**config.mk**
```make
export PLATFORM = sky130hd
export DESIGN_NAME = apb_arb_master
export DESIGN_NICKNAME = d
export VERILOG_FILES = /design/src/rtl/apb_arb_pkg.sv /design/src/rtl/apb_rr_arb2.sv /design/src/rtl/apb_arb_master.sv
export SDC_FILE = /design/constraint.sdc
export NUM_CORES = 1
export LEC_CHECK = 0
export BUFFER_PORTS_ARGS = -buffer_cell sky130_fd_sc_hd__buf_2
export CAP_MARGIN = 20
export CORE_ASPECT_RATIO = 1.25
export CORE_UTILIZATION = 40
export CTS_BUF_LIST = sky130_fd_sc_hd__clkbuf_8 sky130_fd_sc_hd__clkbuf_16
export CTS_CLUSTER_DIAMETER = 40
export CTS_CLUSTER_SIZE = 40
export DETAILED_ROUTE_END_ITERATION = 16
export PLACE_DENSITY = 0.83
export SLEW_MARGIN = 20
export SYNTH_ARGS = -nofsm -noshare
export SYNTH_HDL_FRONTEND = slang
export SYNTH_SLANG_ARGS = --single-unit
```
**constraint.sdc**
```tcl
create_clock -name pclk -period 1.3 [get_ports pclk]
set_input_delay 0.13 -clock pclk [delete_from_list [all_inputs] [get_ports pclk]]
set_output_delay 0.13 -clock pclk [all_outputs]
set_load 0.05 [all_outputs]
```
**src/rtl/apb_arb_pkg.sv**
```systemverilog
// Shared types and default sizing for the two-requester APB master.
package apb_arb_pkg;

  typedef enum logic [1:0] {IDLE, SETUP, ACCESS} apb_state_e;

  localparam int unsigned AW_DEFAULT      = 9;
  localparam int unsigned DW_DEFAULT      = 8;
  localparam int unsigned TIMEOUT_DEFAULT = 16;

endpackage

```
**src/rtl/apb_rr_arb2.sv**
```systemverilog
// Two-way round-robin arbiter: combinational one-hot grant, registered tie-break pointer.
module apb_rr_arb2 (
  input  logic       pclk,
  input  logic       presetn,
  input  logic [1:0] i_req,
  input  logic [1:0] i_mask,
  input  logic       i_update,
  output logic [1:0] o_gnt
);

  logic       prio_q;  // requester that wins when both are eligible
  logic [1:0] eligible;

  always_comb begin
    eligible = i_req & ~i_mask;
    o_gnt    = eligible;
    if (eligible == 2'b11) begin
      o_gnt = prio_q ? 2'b10 : 2'b01;
    end
  end

  always_ff @(posedge pclk or negedge presetn) begin
    if (!presetn) begin
      prio_q <= 1'b0;
    end else if (i_update && (o_gnt != 2'b00)) begin
      prio_q <= o_gnt[0];
    end
  end

endmodule

```
**src/rtl/apb_arb_master.sv**
```systemverilog
// APB master shared by two requesters; round-robin arbitration, wait states and ACCESS timeout.
module apb_arb_master
  import apb_arb_pkg::*;
#(
  parameter int unsigned AW      = AW_DEFAULT,
  parameter int unsigned DW      = DW_DEFAULT,
  parameter int unsigned TIMEOUT = TIMEOUT_DEFAULT
) (
  input  logic          pclk,
  input  logic          presetn,
  input  logic [1:0]    i_req,
  input  logic [1:0]    i_write,
  input  logic [AW-1:0] i_addr  [2],
  input  logic [DW-1:0] i_wdata [2],
  output logic [1:0]    o_done,
  output logic [DW-1:0] o_rdata,
  output logic          o_err,
  output logic [AW-1:0] o_paddr,
  output logic [DW-1:0] o_pwdata,
  output logic          o_pwrite,
  output logic [1:0]    o_psel,
  output logic          o_penable,
  input  logic [DW-1:0] i_prdata,
  input  logic          i_pready,
  input  logic          i_pslverr
);

  localparam int unsigned CW = $clog2(TIMEOUT);

  apb_state_e    state_q;
  logic          gidx_q;
  logic [CW-1:0] cnt_q;
  logic [1:0]    gnt;
  logic          gidx;

  // A requester completing this cycle is masked so its still-high i_req is not re-granted.
  apb_rr_arb2 u_arb (
    .pclk     (pclk),
    .presetn  (presetn),
    .i_req    (i_req),
    .i_mask   (o_done),
    .i_update (state_q == IDLE),
    .o_gnt    (gnt)
  );

  assign gidx = gnt[1];

  always_ff @(posedge pclk or negedge presetn) begin
    if (!presetn) begin
      state_q   <= IDLE;
      gidx_q    <= 1'b0;
      cnt_q     <= '0;
      o_done    <= 2'b00;
      o_rdata   <= '0;
      o_err     <= 1'b0;
      o_paddr   <= '0;
      o_pwdata  <= '0;
      o_pwrite  <= 1'b0;
      o_psel    <= 2'b00;
      o_penable <= 1'b0;
    end else begin
      o_done <= 2'b00;
      unique case (state_q)
        IDLE: begin
          if (gnt != 2'b00) begin
            gidx_q   <= gidx;
            o_paddr  <= i_addr[gidx];
            o_pwdata <= i_wdata[gidx];
            o_pwrite <= i_write[gidx];
            o_psel   <= i_addr[gidx][AW-1] ? 2'b10 : 2'b01;
            state_q  <= SETUP;
          end
        end
        SETUP: begin
          o_penable <= 1'b1;
          cnt_q     <= '0;
          state_q   <= ACCESS;
        end
        ACCESS: begin
          if (i_pready || (cnt_q == CW'(TIMEOUT - 1))) begin
            // Timeout is only reached with i_pready low, so it reports an error and no data.
            o_done    <= gidx_q ? 2'b10 : 2'b01;
            o_err     <= i_pready ? i_pslverr : 1'b1;
            o_rdata   <= (i_pready && !o_pwrite) ? i_prdata : '0;
            o_psel    <= 2'b00;
            o_penable <= 1'b0;
            state_q   <= IDLE;
          end else begin
            cnt_q <= cnt_q + 1'b1;
          end
        end
        default: state_q <= IDLE;
      endcase
    end
  end

endmodule

```
==> qor_table.md, run 1 <==
| Item | Value |
|---|---|
| Maximum number of pins on one net before global-route repair | 41 |
| Fraction of met1 tracks used by global routing | 0.213 |
| Insertion delay to the later sink of the worst-skew pair | 0.29 ns |
| # diodes | 0 |
| Number of detailed-route iterations in the first pass | 4 |
| Clock buffer depth | 2 |
| Number of instances in the synthesized netlist | 172 |
| Hold Violations, Final | 0 |
| Height of the die | 77.1 um |
| Routability Congestion | 0.750 |
| Count of maximum capacitance violations | 0 |
| Synth Area per Inst | 10.5 sq um |
| Worst Hold Depth | 3 |
| Total DRC errors in the routed layout | 0 |
| Met3 track demand over resource in global routing | 0.0556 |
| Setup TNS Final | -1.58 ns |
| Clock slew seen by the registers of the worst setup and hold paths | 0.07 ns |
| Fillers | 346 |
| PnR Total Power | 6.84 mW |
| Cell taking the most area after synthesis | sky130_fd_sc_hd__dfrtp_1 |
| Post-Synth Adder-Cell Area | 0.00694 |
| Overall fraction of global-route tracks in use | 0.182 |
| HP Class | primary input to flop |
| Synth-to-layout area growth | 43.2% |
| Fraction of synthesized area in multiplexers | 0.0999 |
| Core area | 0.00420 sq mm |
| Number of synthesized register bits | 40 |
| CTS tree | done |
| Cells taking the most area after synthesis | sky130_fd_sc_hd__dfrtp_1, sky130_fd_sc_hd__mux2i_1, sky130_fd_sc_hd__nand2_1, sky130_fd_sc_hd__o21ai_1, sky130_fd_sc_hd__nand3_1 |
| Wirelength per Cell | 12.4 um |
| Largest family of logic cells by synthesized area | simple AND/OR/NAND/NOR gates |
| Fmax | 699 MHz |
| Maximum fanout along the worst path | 5 |
| Type of the worst setup path | flop to flop |
| Final critical-path required period | 1.43 ns |
| Number of H-tree branching levels | 2 |
| Cell area after placement | 0.00237 sq mm |
| Areal power density over the cells | 2650 mW/mm^2 |
| Worst slew margin relative to its limit | 0.774 |
| CP Data Required Time | 1.48 ns |
| Post-Syn Area | 0.00180 sq mm |
| Reg2reg setup slack | -0.13 ns |
| Max incr delay on CP | 0.41 ns |
| Top-Level Pins | 82 |
| Chip width | 62.1 um |
| Setup violation total in the final timing report | 28 |
| # nets final | 317 |
| Cells along the critical path | ha_4 -> a31oi_4 -> a21oi_4 -> o21bai_1 -> o2bb2ai_1 |
| Top cells by instance count after synthesis | sky130_fd_sc_hd__dfrtp_1, sky130_fd_sc_hd__nand2_1, sky130_fd_sc_hd__o21ai_1 |
| Post-synth top area share | 0.555 |
| R2r worst-path depth | 5 |
| Detailed-route vias per instance | 4.80 |
| Compound-cell area share of the yosys netlist | 0.115 |
| Remaining Overflow, GRT | 0 |
| Violations in the final reports | setup timing |
| Post-synth top flop | sky130_fd_sc_hd__dfrtp_1 |
| Final cell count without fillers | 323 |
| Number of distinct library cells after synthesis | 31 |
| Worst Skew | 0.00332 ns |
| Antenna Violating Nets Remaining | 0 |
| Clock Sinks | 40 |
| Worst Setup Start Kind | flop |
| Number of global-route vias before repair | 1488 |
| Tightest Pin Transition | 0.339 ns |
| Die Outline Area | 0.00478 sq mm |
| Result of the run | complete, but fails checks |
| Clock root cell | sky130_fd_sc_hd__clkbuf_8 |
| Busiest metal layer after global routing | met2 |
| Slowest cell on the critical path | sky130_fd_sc_hd__dfrtp_1 |
| Number of buffers added on ports | 81 |
| Simple logic cell fraction of the synthesized area | 0.181 |
| Setup repair after global routing missed its margin | true |
| Final max-slew violation count | 0 |
| Final worst slack | -0.130 ns |
| Fin Hold WS | 0.0578 ns |
| Fraction of the yosys area taken by sequential cells | 0.555 |
| Critical Path Sink Type | flop |
| DPL Wire Length | 2910 um |
| Grt met2 use | 0.310 |
| Effective utilization at floorplan | 0.430 |
| Number of enable flip-flop cells after synthesis | 0 |
| Share of synthesized flip-flops with an asynchronous set or reset | 1.00 |
| Most frequently used cell type in the post-synthesis netlist | sky130_fd_sc_hd__dfrtp_1 |
| Placed Cells | 313 |
| Synthesis Warnings | 0 |
| Wire length of the first global-routing pass | 6470 um |
| Total CTS buffers | 5 |
| Final cycle utilization of the critical path | 1.10 |
| Total number of vias | 1550 |
| Synth Area in XOR/XNOR | 0 |
| Data arrival time of the worst path | 1.61 ns |
| Number of DRC markers after the initial detailed-route iteration | 33 |
| Sum of routed wire length over all layers | 3990 um |
| Worst supply voltage drop on vdd | 1.37 mV |
| Design area | 0.00258 sq mm |
| Leak | 1.39 nW |
| Post-synthesis net count | 223 |
| Initial antenna violation count | 0 |
| Row count | 26 |
| Share of layout cells above drive strength 1 | 0.457 |
==> path summary, 6_finish.rpt <==
path,startpoint,endpoint
hold reg to reg,o_rdata[3],o_rdata[3]
hold / removal,i_prdata[4],o_rdata[4]
max in group asynchronous,presetn,o_done[0]
setup reg to reg,cnt_q[1],cnt_q[2]
min in group asynchronous,presetn,o_err
setup / recovery,cnt_q[1],cnt_q[2]
==> what timing repair did <==
item | in CTS | in global routing
setup buffers | 0 | 2
endpoints found under the hold margin | 40 | 0
pin swaps | 3 | 3
gates resized for setup | 9 | 11
gates cloned | 0 | 0
endpoints found under the setup margin | 31 | 35
hold buffers | 1 | 0
==> flip-flops by register name, indices dropped and copies added (netlist names) <==
| register | count |
|---|---|
| o_paddr | 9 |
| o_err | 1 |
| o_penable | 1 |
| gidx_q | 1 |
| u_arb.prio_q | 1 |
| o_psel | 2 |
| o_done | 2 |
| state_q | 2 |
| o_pwdata | 8 |
| cnt_q | 4 |
| o_pwrite | 1 |
| o_rdata | 8 |
==> layer usage <==
metal  up-vias  wire length [um]
met5         -                 0
met4         0                54
met3         7               253
met2        59              2070
met1       711              1610
li1        773                 -
==> metrics by stage <==
step / util / setup WS [ns]
2_1_floorplan: - / -0.150
3_3_place_gp: 0.565 / -0.0653
3_5_place_dp: 0.565 / -0.0795
4_1_cts: 0.600 / -0.0888
5_1_grt: 0.615 / -0.191
6_report: 0.615 / -0.130
==> area by class of cell <==
| type | instances | area, sq um | share of cell area |
|---|---|---|---|
| Clock buffer | 5 | 68.8 | 0.0266 |
| Sequential cell | 40 | 1000 | 0.389 |
| Multi-Input combinational cell | 121 | 820 | 0.317 |
| Tap cell | 56 | 70.1 | 0.0271 |
| Timing Repair Buffer | 95 | 571 | 0.221 |
| Clock inverter | 3 | 38.8 | 0.0150 |
| Inverter | 3 | 11.3 | 0.00436 |
==> power breakdown <==
group | switching (mW) | leakage (nW) | internal (mW)
Sequential | 0.332 | 0.502 | 1.77
Combinational | 2.61 | 0.825 | 1.13
Clock | 0.428 | 0.0593 | 0.562
==> worst max-delay path: cells and delay by family, from the launching register on <==
kind / cells / cell delay (ns)
adders and majority gates: 1 / 0.18
DFF: 1 / 0.41
AOI/OAI and AO/OA: 4 / 0.73
==> cell usage in the layout, fill, tap and decap left out, drive strengths merged <==
cell / instances
nand3: 12
clkinv: 1
ha: 1
nor2b: 2
nand2: 39
nor2: 8
nor3: 1
mux2i: 18
dlygate4sd3: 1
and2b: 2
a21oi: 3
o21ai: 22
inv: 4
dfrtp: 40
bufinv: 1
o32a: 1
a31oi: 2
and2: 1
o2bb2ai: 2
a211o: 1
nand2b: 5
buf: 94
clkbuf: 5
o21bai: 1
==> kinds of logic (layout without fill, tap and decap cells) <==
| kind of cell | count (synthesis) | count (layout) |
|---|---|---|
| compound gates | 32 | 32 |
| fa+ha+maj | 1 | 1 |
| buf+inv | 11 | 106 |
| flops | 40 | 40 |
| mux | 18 | 18 |
| simple gates | 70 | 70 |
Note: power is estimated with default switching activity, not from simulation.
==> run 2, diff against run 1 <==
--- a/config.mk
+++ b/config.mk
@@ -5,7 +5,6 @@
 export SDC_FILE = /design/constraint.sdc
 export NUM_CORES = 1
 export LEC_CHECK = 0
-export BUFFER_PORTS_ARGS = -buffer_cell sky130_fd_sc_hd__buf_2
 export CAP_MARGIN = 20
 export CORE_ASPECT_RATIO = 1.25
 export CORE_UTILIZATION = 40
@@ -13,8 +12,10 @@
 export CTS_CLUSTER_DIAMETER = 40
 export CTS_CLUSTER_SIZE = 40
 export DETAILED_ROUTE_END_ITERATION = 16
-export PLACE_DENSITY = 0.83
+export DONT_BUFFER_PORTS = 1
+export PLACE_DENSITY = 0.66
 export SLEW_MARGIN = 20
 export SYNTH_ARGS = -nofsm -noshare
 export SYNTH_HDL_FRONTEND = slang
+export SYNTH_HIERARCHICAL = 1
 export SYNTH_SLANG_ARGS = --single-unit
==> qor_table.md, run 2 <==
| Item | Value | Delta |
|---|---|---|
| Type of the worst setup path | flop to flop | unchanged |
| Clock Sinks | 40 | unchanged |
| Final critical-path required period | 1.62 ns | was 1.43 ns |
| Leak | 1.35 nW | was 1.39 nW |
| Wirelength per Cell | 18.5 um | was 12.4 um |
| Insertion delay to the later sink of the worst-skew pair | 0.30 ns | was 0.29 ns |
| Violations in the final reports | setup timing | unchanged |
| Destination of the worst register-to-register timing path | o_pwdata[6] | was cnt_q[2] |
| Worst supply voltage drop on vdd | 2.25 mV | was 1.37 mV |
| Number of H-tree branching levels | 2 | unchanged |
| Effective utilization at floorplan | 0.425 | was 0.430 |
| Share of layout cells above drive strength 1 | 0.635 | was 0.457 |
| Data arrival time of the worst path | 1.80 ns | was 1.61 ns |
| # nets final | 280 | was 317 |
| Worst Skew | 0.00966 ns | was 0.00332 ns |
| CP Data Required Time | 1.48 ns | about the same |
| Worst slew margin relative to its limit | 0.812 | was 0.774 |
| Number of global-route vias before repair | 1593 | was 1488 |
| Number of enable flip-flop cells after synthesis | 0 | unchanged |
| Category of cells accounting for the largest share of critical-path delay | multiplexers | was compound AO/OA/AOI/OAI gates |
| Worst Setup Start Kind | flop | unchanged |
| Top cells by instance count after synthesis | sky130_fd_sc_hd__dfrtp_1, sky130_fd_sc_hd__mux2_2, sky130_fd_sc_hd__nand2_1 | was sky130_fd_sc_hd__dfrtp_1, sky130_fd_sc_hd__nand2_1, sky130_fd_sc_hd__o21ai_1 |
| Terminating pin of the worst hold path | u_arb/prio_q | was o_rdata[4] |
| Synth-to-layout area growth | 57.2% | was 43.2% |
| Count of maximum capacitance violations | 0 | unchanged |
| Wire length of the first global-routing pass | 7630 um | was 6470 um |
| Portion of total power attributed to the clock network | 0.117 | was 0.145 |
| Cells along the critical path | nor2b_4 -> o21a_4 -> buf_12 -> mux2_2 -> mux2_4 | was ha_4 -> a31oi_4 -> a21oi_4 -> o21bai_1 -> o2bb2ai_1 |
| Clock root cell | sky130_fd_sc_hd__clkbuf_8 | unchanged |
| Number of detailed-route iterations in the first pass | 4 | unchanged |
| Maximum number of pins on one net before global-route repair | 41 | unchanged |
| Result of the run | complete, but fails checks | unchanged |
| DPL Wire Length | 3110 um | was 2910 um |
| Logic depth of the worst setup path including buffers | 5 | unchanged |
| R2r worst-path depth | 5 | unchanged |
| Most frequently used cell type in the post-synthesis netlist | sky130_fd_sc_hd__dfrtp_1 | unchanged |
| Combinational fraction of design power | 0.616 | was 0.547 |
| Worst Hold Depth | 2 | was 3 |
| Overall fraction of global-route tracks in use | 0.200 | was 0.182 |
| Fraction of power spent switching nets | 0.466 | was 0.493 |
| Height of the die | 79.6 um | was 77.1 um |
| Final worst slack | -0.318 ns | was -0.130 ns |
| Fin Hold WS | 0.0121 ns | was 0.0578 ns |
| Number of synthesized register bits | 40 | unchanged |
| Slowest cell on the critical path | sky130_fd_sc_hd__dfrtp_2 | was sky130_fd_sc_hd__dfrtp_1 |
| Share of synthesized flip-flops with an asynchronous set or reset | 1.00 | unchanged |
| Fmax | 618 MHz | was 699 MHz |
| Final cycle utilization of the critical path | 1.24 | was 1.10 |
| Buffering stage count on the worst path with inverters included | 1 | was 0 |
| Chip width | 64.1 um | was 62.1 um |
| Number of instances in the synthesized netlist | 155 | was 172 |
| Number of distinct library cells after synthesis | 34 | was 31 |
| Hold Crit Start | i_req[0] | was i_prdata[4] |
| Die Outline Area | 0.00510 sq mm | was 0.00478 sq mm |
| Startpoint of the lowest-slack register-to-register path | o_done[1] | was cnt_q[1] |
| Top flop regs | o_paddr: 9 flops, o_pwdata: 8 flops, o_rdata: 8 flops | unchanged |
| Total number of vias | 1555 | was 1550 |
| Post-Syn Area | 0.00193 sq mm | was 0.00180 sq mm |
| Hold Violations, Final | 0 | unchanged |
| Max incr delay on CP | 0.43 ns | was 0.41 ns |
| Remaining Overflow, GRT | 0 | unchanged |
| Setup TNS Final | -6.98 ns | was -1.58 ns |
| Cells taking the most area after synthesis | sky130_fd_sc_hd__dfrtp_1, sky130_fd_sc_hd__mux2_2, sky130_fd_sc_hd__mux2_4, sky130_fd_sc_hd__o31ai_1, sky130_fd_sc_hd__o21ai_0 | was sky130_fd_sc_hd__dfrtp_1, sky130_fd_sc_hd__mux2i_1, sky130_fd_sc_hd__nand2_1, sky130_fd_sc_hd__o21ai_1, sky130_fd_sc_hd__nand3_1 |
| Cell taking the most area after synthesis | sky130_fd_sc_hd__dfrtp_1 | unchanged |
| Synthesis Warnings | 6 | was 0 |
| # diodes | 0 | unchanged |
| Number of buffers added on ports | 0 | was 81 |
| Share of total power in sequential cells | 0.268 | was 0.308 |
| HP Class | primary input to flop | unchanged |
| Register containing the most flip-flops in the final layout | o_paddr | unchanged |
| Final core utilization | 0.669 | was 0.615 |
| Post-synthesis net count | 206 | was 223 |
| Maximum fanout along the worst path | 19 | was 5 |
| Post-synth top flop | sky130_fd_sc_hd__dfrtp_1 | unchanged |
| Setup repair after global routing missed its margin | true | unchanged |
| Fraction of the yosys area taken by sequential cells | 0.520 | was 0.555 |
| Most used cells in the layout excluding fill and tap cells | sky130_fd_sc_hd__buf_4, sky130_fd_sc_hd__dfrtp_1, sky130_fd_sc_hd__mux2_2 | was sky130_fd_sc_hd__buf_2, sky130_fd_sc_hd__nand2_1, sky130_fd_sc_hd__dfrtp_1 |
| Number of DRC markers after the initial detailed-route iteration | 11 | was 33 |
| Total CTS buffers | 5 | unchanged |
| Top-Level Pins | 82 | unchanged |
| Antenna Violating Nets Remaining | 0 | unchanged |
| Areal power density over the cells | 2850 mW/mm^2 | was 2650 mW/mm^2 |
| Clock buffer depth | 2 | unchanged |
| Pre-CTS setup slack | -0.377 ns | was -0.0795 ns |
| Setup violation total in the final timing report | 38 | was 28 |
| Routability Congestion | 0.741 | was 0.750 |
| Core area | 0.00453 sq mm | was 0.00420 sq mm |
| Design internal power | 4.60 mW | was 3.46 mW |
| Initial antenna violation count | 0 | unchanged |
| Synth Area per Inst | 12.4 sq um | was 10.5 sq um |
| PnR Total Power | 8.61 mW | was 6.84 mW |
| Max reg flops | 9 | unchanged |
| Reg2reg setup slack | -0.32 ns | was -0.13 ns |
| Detailed-route vias per instance | 5.40 | was 4.80 |
| Sum of routed wire length over all layers | 5320 um | was 3990 um |
| Post-synth top area share | 0.520 | was 0.555 |
| Tightest Pin Transition | 0.282 ns | was 0.339 ns |
| Critical Path Sink Type | flop | unchanged |
| Final max-slew violation count | 0 | unchanged |
| Row count | 27 | was 26 |
| Total DRC errors in the routed layout | 0 | unchanged |
| CTS tree | done | unchanged |
| Commonest non-fill, non-tap cell in the layout | sky130_fd_sc_hd__buf_4 | was sky130_fd_sc_hd__buf_2 |
| Switching pwr | 4.01 mW | was 3.37 mW |
| Clock slew seen by the registers of the worst setup and hold paths | 0.08 ns | was 0.07 ns |
-- run 2: changes by cell type after synthesis, moves of 4 or more --
cell / previous run / this run
sky130_fd_sc_hd__mux2_2: 0 / 26
sky130_fd_sc_hd__nand2_1: 38 / 12
sky130_fd_sc_hd__o21ai_1: 20 / 1
sky130_fd_sc_hd__mux2i_1: 18 / 4
sky130_fd_sc_hd__nand3_1: 12 / 1
sky130_fd_sc_hd__o21ai_0: 0 / 11
sky130_fd_sc_hd__o31ai_1: 0 / 9
sky130_fd_sc_hd__mux2_4: 0 / 8
sky130_fd_sc_hd__nor2_1: 7 / 3
-- run 2: area by class of cell --
class                      instances  area (sq um)
fill                             333          1500
multi-input combinational        102          1120
sequential                        40          1010
timing repair buffer              76           709
tap                               58          72.6
clock buffer                       5          68.8
clock inverter                     3          38.8
inverter                           4          15.0
-- run 2: power groups by stage --
stage / clock network, mW / logic [mW] / registers [mW]
detailed placement: 0 / 4.50 / 2.21
global route: 1.07 / 5.55 / 2.38
floorplan: 0 / 1.43 / 3.86
finish: 1.00 / 5.30 / 2.31
global placement: 0 / 4.38 / 2.18
CTS: 1.01 / 4.82 / 2.23
-- run 2: kinds of logic (layout without fill, tap and decap cells) --
| kind of cell | after synthesis | count (layout) | share of synthesized area |
|---|---|---|---|
| and+or+nand+nor | 31 | 31 | 0.0871 |
| buffers and inverters | 13 | 88 | 0.0390 |
| AOI/OAI and AO/OA | 32 | 32 | 0.112 |
| adders and majority gates | 1 | 1 | 0.00650 |
| muxes | 38 | 38 | 0.235 |
| DFF | 40 | 40 | 0.520 |
-- run 2: metal layers --
metal  vias to the layer above  track usage  share of wire
met5                         -            0              0
met4                         0       0.0545         0.0077
met3                         4       0.0514          0.057
met2                        71        0.385           0.58
met1                       777        0.211           0.36
li1                        703            -              -
-- run 2: worst max path at each step --
stage               from     endpoint  slack [ns]
6_report       o_done[1]  o_pwdata[6]       -0.32
5_1_grt        o_done[1]   o_paddr[3]       -0.36
4_1_cts        o_done[1]   o_paddr[4]       -0.35
3_5_place_dp   o_done[1]  o_pwdata[6]       -0.38
3_3_place_gp   o_done[1]  o_pwdata[6]       -0.31
2_1_floorplan  o_done[0]   o_paddr[7]       -0.48
-- run 2: per-stage QoR --
step,area [sq um],instances
3_5_place_dp,2360,255
6_report,3030,288
4_1_cts,2730,279
3_3_place_gp,2360,255
2_1_floorplan,1940,155
5_1_grt,3030,288
-- run 2: timing repair --
item | CTS | global route
endpoints found under the setup margin | 35 | 37
hold buffers | 11 | 0
pin swaps | 5 | 6
endpoints found under the hold margin | 50 | 0
buffers inserted | 5 | 6
resized for setup | 27 | 45
gates cloned | 0 | 3
==> run 3, diff against run 2 <==
--- a/config.mk
+++ b/config.mk
@@ -5,6 +5,7 @@
 export SDC_FILE = /design/constraint.sdc
 export NUM_CORES = 1
 export LEC_CHECK = 0
+export ABC_AREA = 1
 export CAP_MARGIN = 20
 export CORE_ASPECT_RATIO = 1.25
 export CORE_UTILIZATION = 40
==> qor_table.md, run 3 <==
| Item | Value | Delta |
|---|---|---|
| R2r worst-path depth | 7 | was 5 |
| Sum of routed wire length over all layers | 4620 um | was 5320 um |
| DPL Wire Length | 2890 um | was 3110 um |
| CTS tree | done | unchanged |
| Core area | 0.00483 sq mm | was 0.00453 sq mm |
| Routability Congestion | 0.702 | was 0.741 |
| Worst supply voltage drop on vdd | 1.41 mV | was 2.25 mV |
| Cells taking the most area after synthesis | sky130_fd_sc_hd__dfrtp_1, sky130_fd_sc_hd__nand2_1, sky130_fd_sc_hd__o211ai_2, sky130_fd_sc_hd__o21ai_2, sky130_fd_sc_hd__inv_1 | was sky130_fd_sc_hd__dfrtp_1, sky130_fd_sc_hd__mux2_2, sky130_fd_sc_hd__mux2_4, sky130_fd_sc_hd__o31ai_1, sky130_fd_sc_hd__o21ai_0 |
| Wirelength per Cell | 13.7 um | was 18.5 um |
| # nets final | 326 | was 280 |
| Fraction of the yosys area taken by sequential cells | 0.485 | was 0.520 |
| Post-synthesis net count | 272 | was 206 |
| Post-synth top area share | 0.485 | was 0.520 |
| Worst Setup Start Kind | flop | unchanged |
| Post-Syn Area | 0.00206 sq mm | was 0.00193 sq mm |
| Category of cells accounting for the largest share of critical-path delay | buffers and inverters | was multiplexers |
| Cell taking the most area after synthesis | sky130_fd_sc_hd__dfrtp_1 | unchanged |
| Most used cells in the layout excluding fill and tap cells | sky130_fd_sc_hd__nand2_1, sky130_fd_sc_hd__dfrtp_1, sky130_fd_sc_hd__buf_4 | was sky130_fd_sc_hd__buf_4, sky130_fd_sc_hd__dfrtp_1, sky130_fd_sc_hd__mux2_2 |
| Max reg flops | 9 | unchanged |
| Portion of total power attributed to the clock network | 0.111 | was 0.117 |
| Maximum number of pins on one net before global-route repair | 41 | unchanged |
| Final max-slew violation count | 0 | unchanged |
| Number of instances in the synthesized netlist | 221 | was 155 |
| Post-Synth Adder-Cell Area | 0.00606 | was 0.00650 |
| Row count | 28 | was 27 |
| Synthesis Warnings | 6 | unchanged |
| Remaining Overflow, GRT | 0 | unchanged |
| Final cycle utilization of the critical path | 1.03 | was 1.24 |
| Synth Area per Inst | 9.34 sq um | was 12.4 sq um |
| Data arrival time of the worst path | 1.53 ns | was 1.80 ns |
| Worst slew margin relative to its limit | 0.649 | was 0.812 |
| Height of the die | 82.3 um | was 79.6 um |
| Number of enable flip-flop cells after synthesis | 0 | unchanged |
| Simple logic cell fraction of the synthesized area | 0.212 | was 0.0871 |
| Clock buffer depth | 2 | unchanged |
| Buffering stage count on the worst path with inverters included | 3 | was 1 |
| Number of global-route vias before repair | 1609 | was 1593 |
| Type of the worst setup path | flop to flop | unchanged |
| Destination of the worst register-to-register timing path | o_paddr[8] | was o_pwdata[6] |
| Worst Hold Depth | 2 | unchanged |
| Count of maximum capacitance violations | 0 | unchanged |
| Violations in the final reports | setup timing | unchanged |
| Fraction of power spent switching nets | 0.513 | was 0.466 |
| Commonest non-fill, non-tap cell in the layout | sky130_fd_sc_hd__nand2_1 | was sky130_fd_sc_hd__buf_4 |
| Antenna Violating Nets Remaining | 0 | unchanged |
| Fmax | 746 MHz | was 618 MHz |
| Fraction of synthesized area in multiplexers | 0 | was 0.235 |
| Top flop regs | o_paddr: 9 flops, o_pwdata: 8 flops, o_rdata: 8 flops | unchanged |
| Register containing the most flip-flops in the final layout | o_paddr | unchanged |
| Setup repair after global routing missed its margin | true | unchanged |
| Compound-cell area share of the yosys netlist | 0.173 | was 0.112 |
| Leak | 1.38 nW | was 1.35 nW |
| Share of total power in sequential cells | 0.398 | was 0.268 |
| Final core utilization | 0.578 | was 0.669 |
| Total DRC errors in the routed layout | 0 | unchanged |
| Timing startpoint of the critical path | u_arb/prio_q | was o_done[1] |
| Share of layout cells above drive strength 1 | 0.366 | was 0.635 |
| Number of synthesized register bits | 40 | unchanged |
| Most frequently used cell type in the post-synthesis netlist | sky130_fd_sc_hd__nand2_1 | was sky130_fd_sc_hd__dfrtp_1 |
| Synth-to-layout area growth | 35.4% | was 57.2% |
| Total number of vias | 1656 | was 1555 |
| # diodes | 0 | unchanged |
| Share of synthesized flip-flops with an asynchronous set or reset | 1.00 | unchanged |
| Number of H-tree branching levels | 2 | unchanged |
| Chip width | 66.2 um | was 64.1 um |
| Total CTS buffers | 5 | unchanged |
| Areal power density over the cells | 2710 mW/mm^2 | was 2850 mW/mm^2 |
| Top cells by instance count after synthesis | sky130_fd_sc_hd__nand2_1, sky130_fd_sc_hd__dfrtp_1, sky130_fd_sc_hd__inv_1 | was sky130_fd_sc_hd__dfrtp_1, sky130_fd_sc_hd__mux2_2, sky130_fd_sc_hd__nand2_1 |
| Effective utilization at floorplan | 0.427 | was 0.425 |
| Reg2reg setup slack | -0.04 ns | was -0.32 ns |
| Slowest cell on the critical path | sky130_fd_sc_hd__dfrtp_1 | was sky130_fd_sc_hd__dfrtp_2 |
| Final critical-path required period | 1.34 ns | was 1.62 ns |
| HP Class | primary input to flop | unchanged |
| Initial antenna violation count | 0 | unchanged |
| Synth Area in XOR/XNOR | 0.00849 | was 0 |
| Maximum fanout along the worst path | 6 | was 19 |
| Result of the run | complete, but fails checks | unchanged |
| Setup violation total in the final timing report | 15 | was 38 |
| Post-synth top flop | sky130_fd_sc_hd__dfrtp_1 | unchanged |
| PnR Total Power | 7.55 mW | was 8.61 mW |
| Number of detailed-route iterations in the first pass | 4 | unchanged |
| Wire length of the first global-routing pass | 7340 um | was 7630 um |
| Overall fraction of global-route tracks in use | 0.181 | was 0.200 |
| Clock slew seen by the registers of the worst setup and hold paths | 0.07 ns | was 0.08 ns |
| Combinational fraction of design power | 0.490 | was 0.616 |
| Largest family of logic cells by synthesized area | simple AND/OR/NAND/NOR gates | was multiplexers |
| Top-Level Pins | 82 | unchanged |
| Max incr delay on CP | 0.40 ns | was 0.43 ns |
| Hold Violations, Final | 0 | unchanged |
| Tightest Pin Transition | 0.527 ns | was 0.282 ns |
| Pre-CTS setup slack | -0.0358 ns | was -0.377 ns |
| Design internal power | 3.68 mW | was 4.60 mW |
| Terminating pin of the worst hold path | o_rdata[6] | was u_arb/prio_q |
| Critical Path Sink Type | flop | unchanged |
| Number of distinct library cells after synthesis | 27 | was 34 |
| Number of buffers added on ports | 0 | unchanged |
| Cells along the critical path | buf_4 -> a21oi_4 -> o21ai_4 -> buf_12 -> buf_12 -> nor2_4 -> nor2_1 | was nor2b_4 -> o21a_4 -> buf_12 -> mux2_2 -> mux2_4 |
| Most frequent cell on the critical path | sky130_fd_sc_hd__buf_12 |  |
| Number of DRC markers after the initial detailed-route iteration | 36 | was 11 |
| Insertion delay to the later sink of the worst-skew pair | 0.29 ns | was 0.30 ns |
| CP Data Required Time | 1.48 ns | about the same |
| Final worst slack | -0.0405 ns | was -0.318 ns |
| Clock root cell | sky130_fd_sc_hd__clkbuf_8 | unchanged |
| Startpoint of the lowest-slack register-to-register path | u_arb/prio_q | was o_done[1] |
| Clock Sinks | 40 | unchanged |
| Hold Crit Start | i_pready | was i_req[0] |
| Worst Skew | 0.00671 ns | was 0.00966 ns |
| Switching pwr | 3.88 mW | was 4.01 mW |
| Die Outline Area | 0.00545 sq mm | was 0.00510 sq mm |
| Detailed-route vias per instance | 4.93 | was 5.40 |
[run 3: worst reg2reg max path, stage by stage, from the launching register on]
cell	delay, ns
sky130_fd_sc_hd__dfrtp_1	0.40
sky130_fd_sc_hd__buf_4	0.16
sky130_fd_sc_hd__a21oi_4	0.16
sky130_fd_sc_hd__o21ai_4	0.08
sky130_fd_sc_hd__buf_12	0.16
sky130_fd_sc_hd__buf_12	0.13
sky130_fd_sc_hd__nor2_4	0.09
sky130_fd_sc_hd__nor2_1	0.06
[run 3: worst max-delay path by stage]
stage                  end  slack, ns  depth (start not counted)
4_1_cts        o_pwdata[1]      -0.02                          9
2_1_floorplan   o_paddr[5]      -0.08                          9
3_5_place_dp    o_paddr[7]      -0.04                          8
3_3_place_gp    o_paddr[1]     -0.002                          8
5_1_grt         o_paddr[5]      -0.11                          9
6_report        o_paddr[8]      -0.04                          7
[run 3: routing by layer]
layer	GRT usage	share of wire	up-vias
met3	0.0481	0.071	6
li1	-	-	815
met1	0.206	0.41	767
met5	0	0	-
met4	0.0574	0.012	0
met2	0.328	0.50	68
[run 3: power groups by stage]
stage / combinational, mW / clock (mW) / sequential (mW)
2_1_floorplan: 1.65 / 0 / 3.75
3_3_place_gp: 3.04 / 0 / 3.01
3_5_place_dp: 3.11 / 0 / 3.01
4_1_cts: 3.54 / 0.882 / 3.00
5_1_grt: 4.01 / 0.926 / 3.08
6_report: 3.70 / 0.841 / 3.01
[run 3: through the flow]
stage	setup TNS (ns)	area [sq um]	hold WS, ns	instances
floorplan	-1.50	2080	-0.166	221
global placement	-0.00617	2270	-0.165	299
detailed placement	-0.398	2270	-0.165	299
CTS	-0.157	2710	0.00106	333
global route	-1.84	2790	0.00884	336
finish	-0.194	2790	0.0139	336
[run 3: logic make-up after synthesis]
logic type,Yosys count
fa+ha+maj,1
flops,40
buf+inv,40
xor+xnor,2
simple gates,102
compound gates,36
[run 3: cell type report]
class / count / area (sq um)
well taps: 60 / 75.1
repair inverters: 1 / 8.76
clock buffers: 6 / 82.6
fillers: 422 / 2040
repair buffers: 57 / 612
flip-flops and latches: 40 / 1000
inverters: 29 / 119
clock inverters: 2 / 11.3
multi-input cells: 141 / 881
[run 3: timing repair]
action | in CTS | in global routing
endpoints found under the hold margin | 58 | 0
hold buffers | 20 | 0
gates cloned | 2 | 2
setup endpoints to repair | 19 | 33
setup buffers | 4 | 1
resized for setup | 16 | 9
pin swaps | 4 | 12
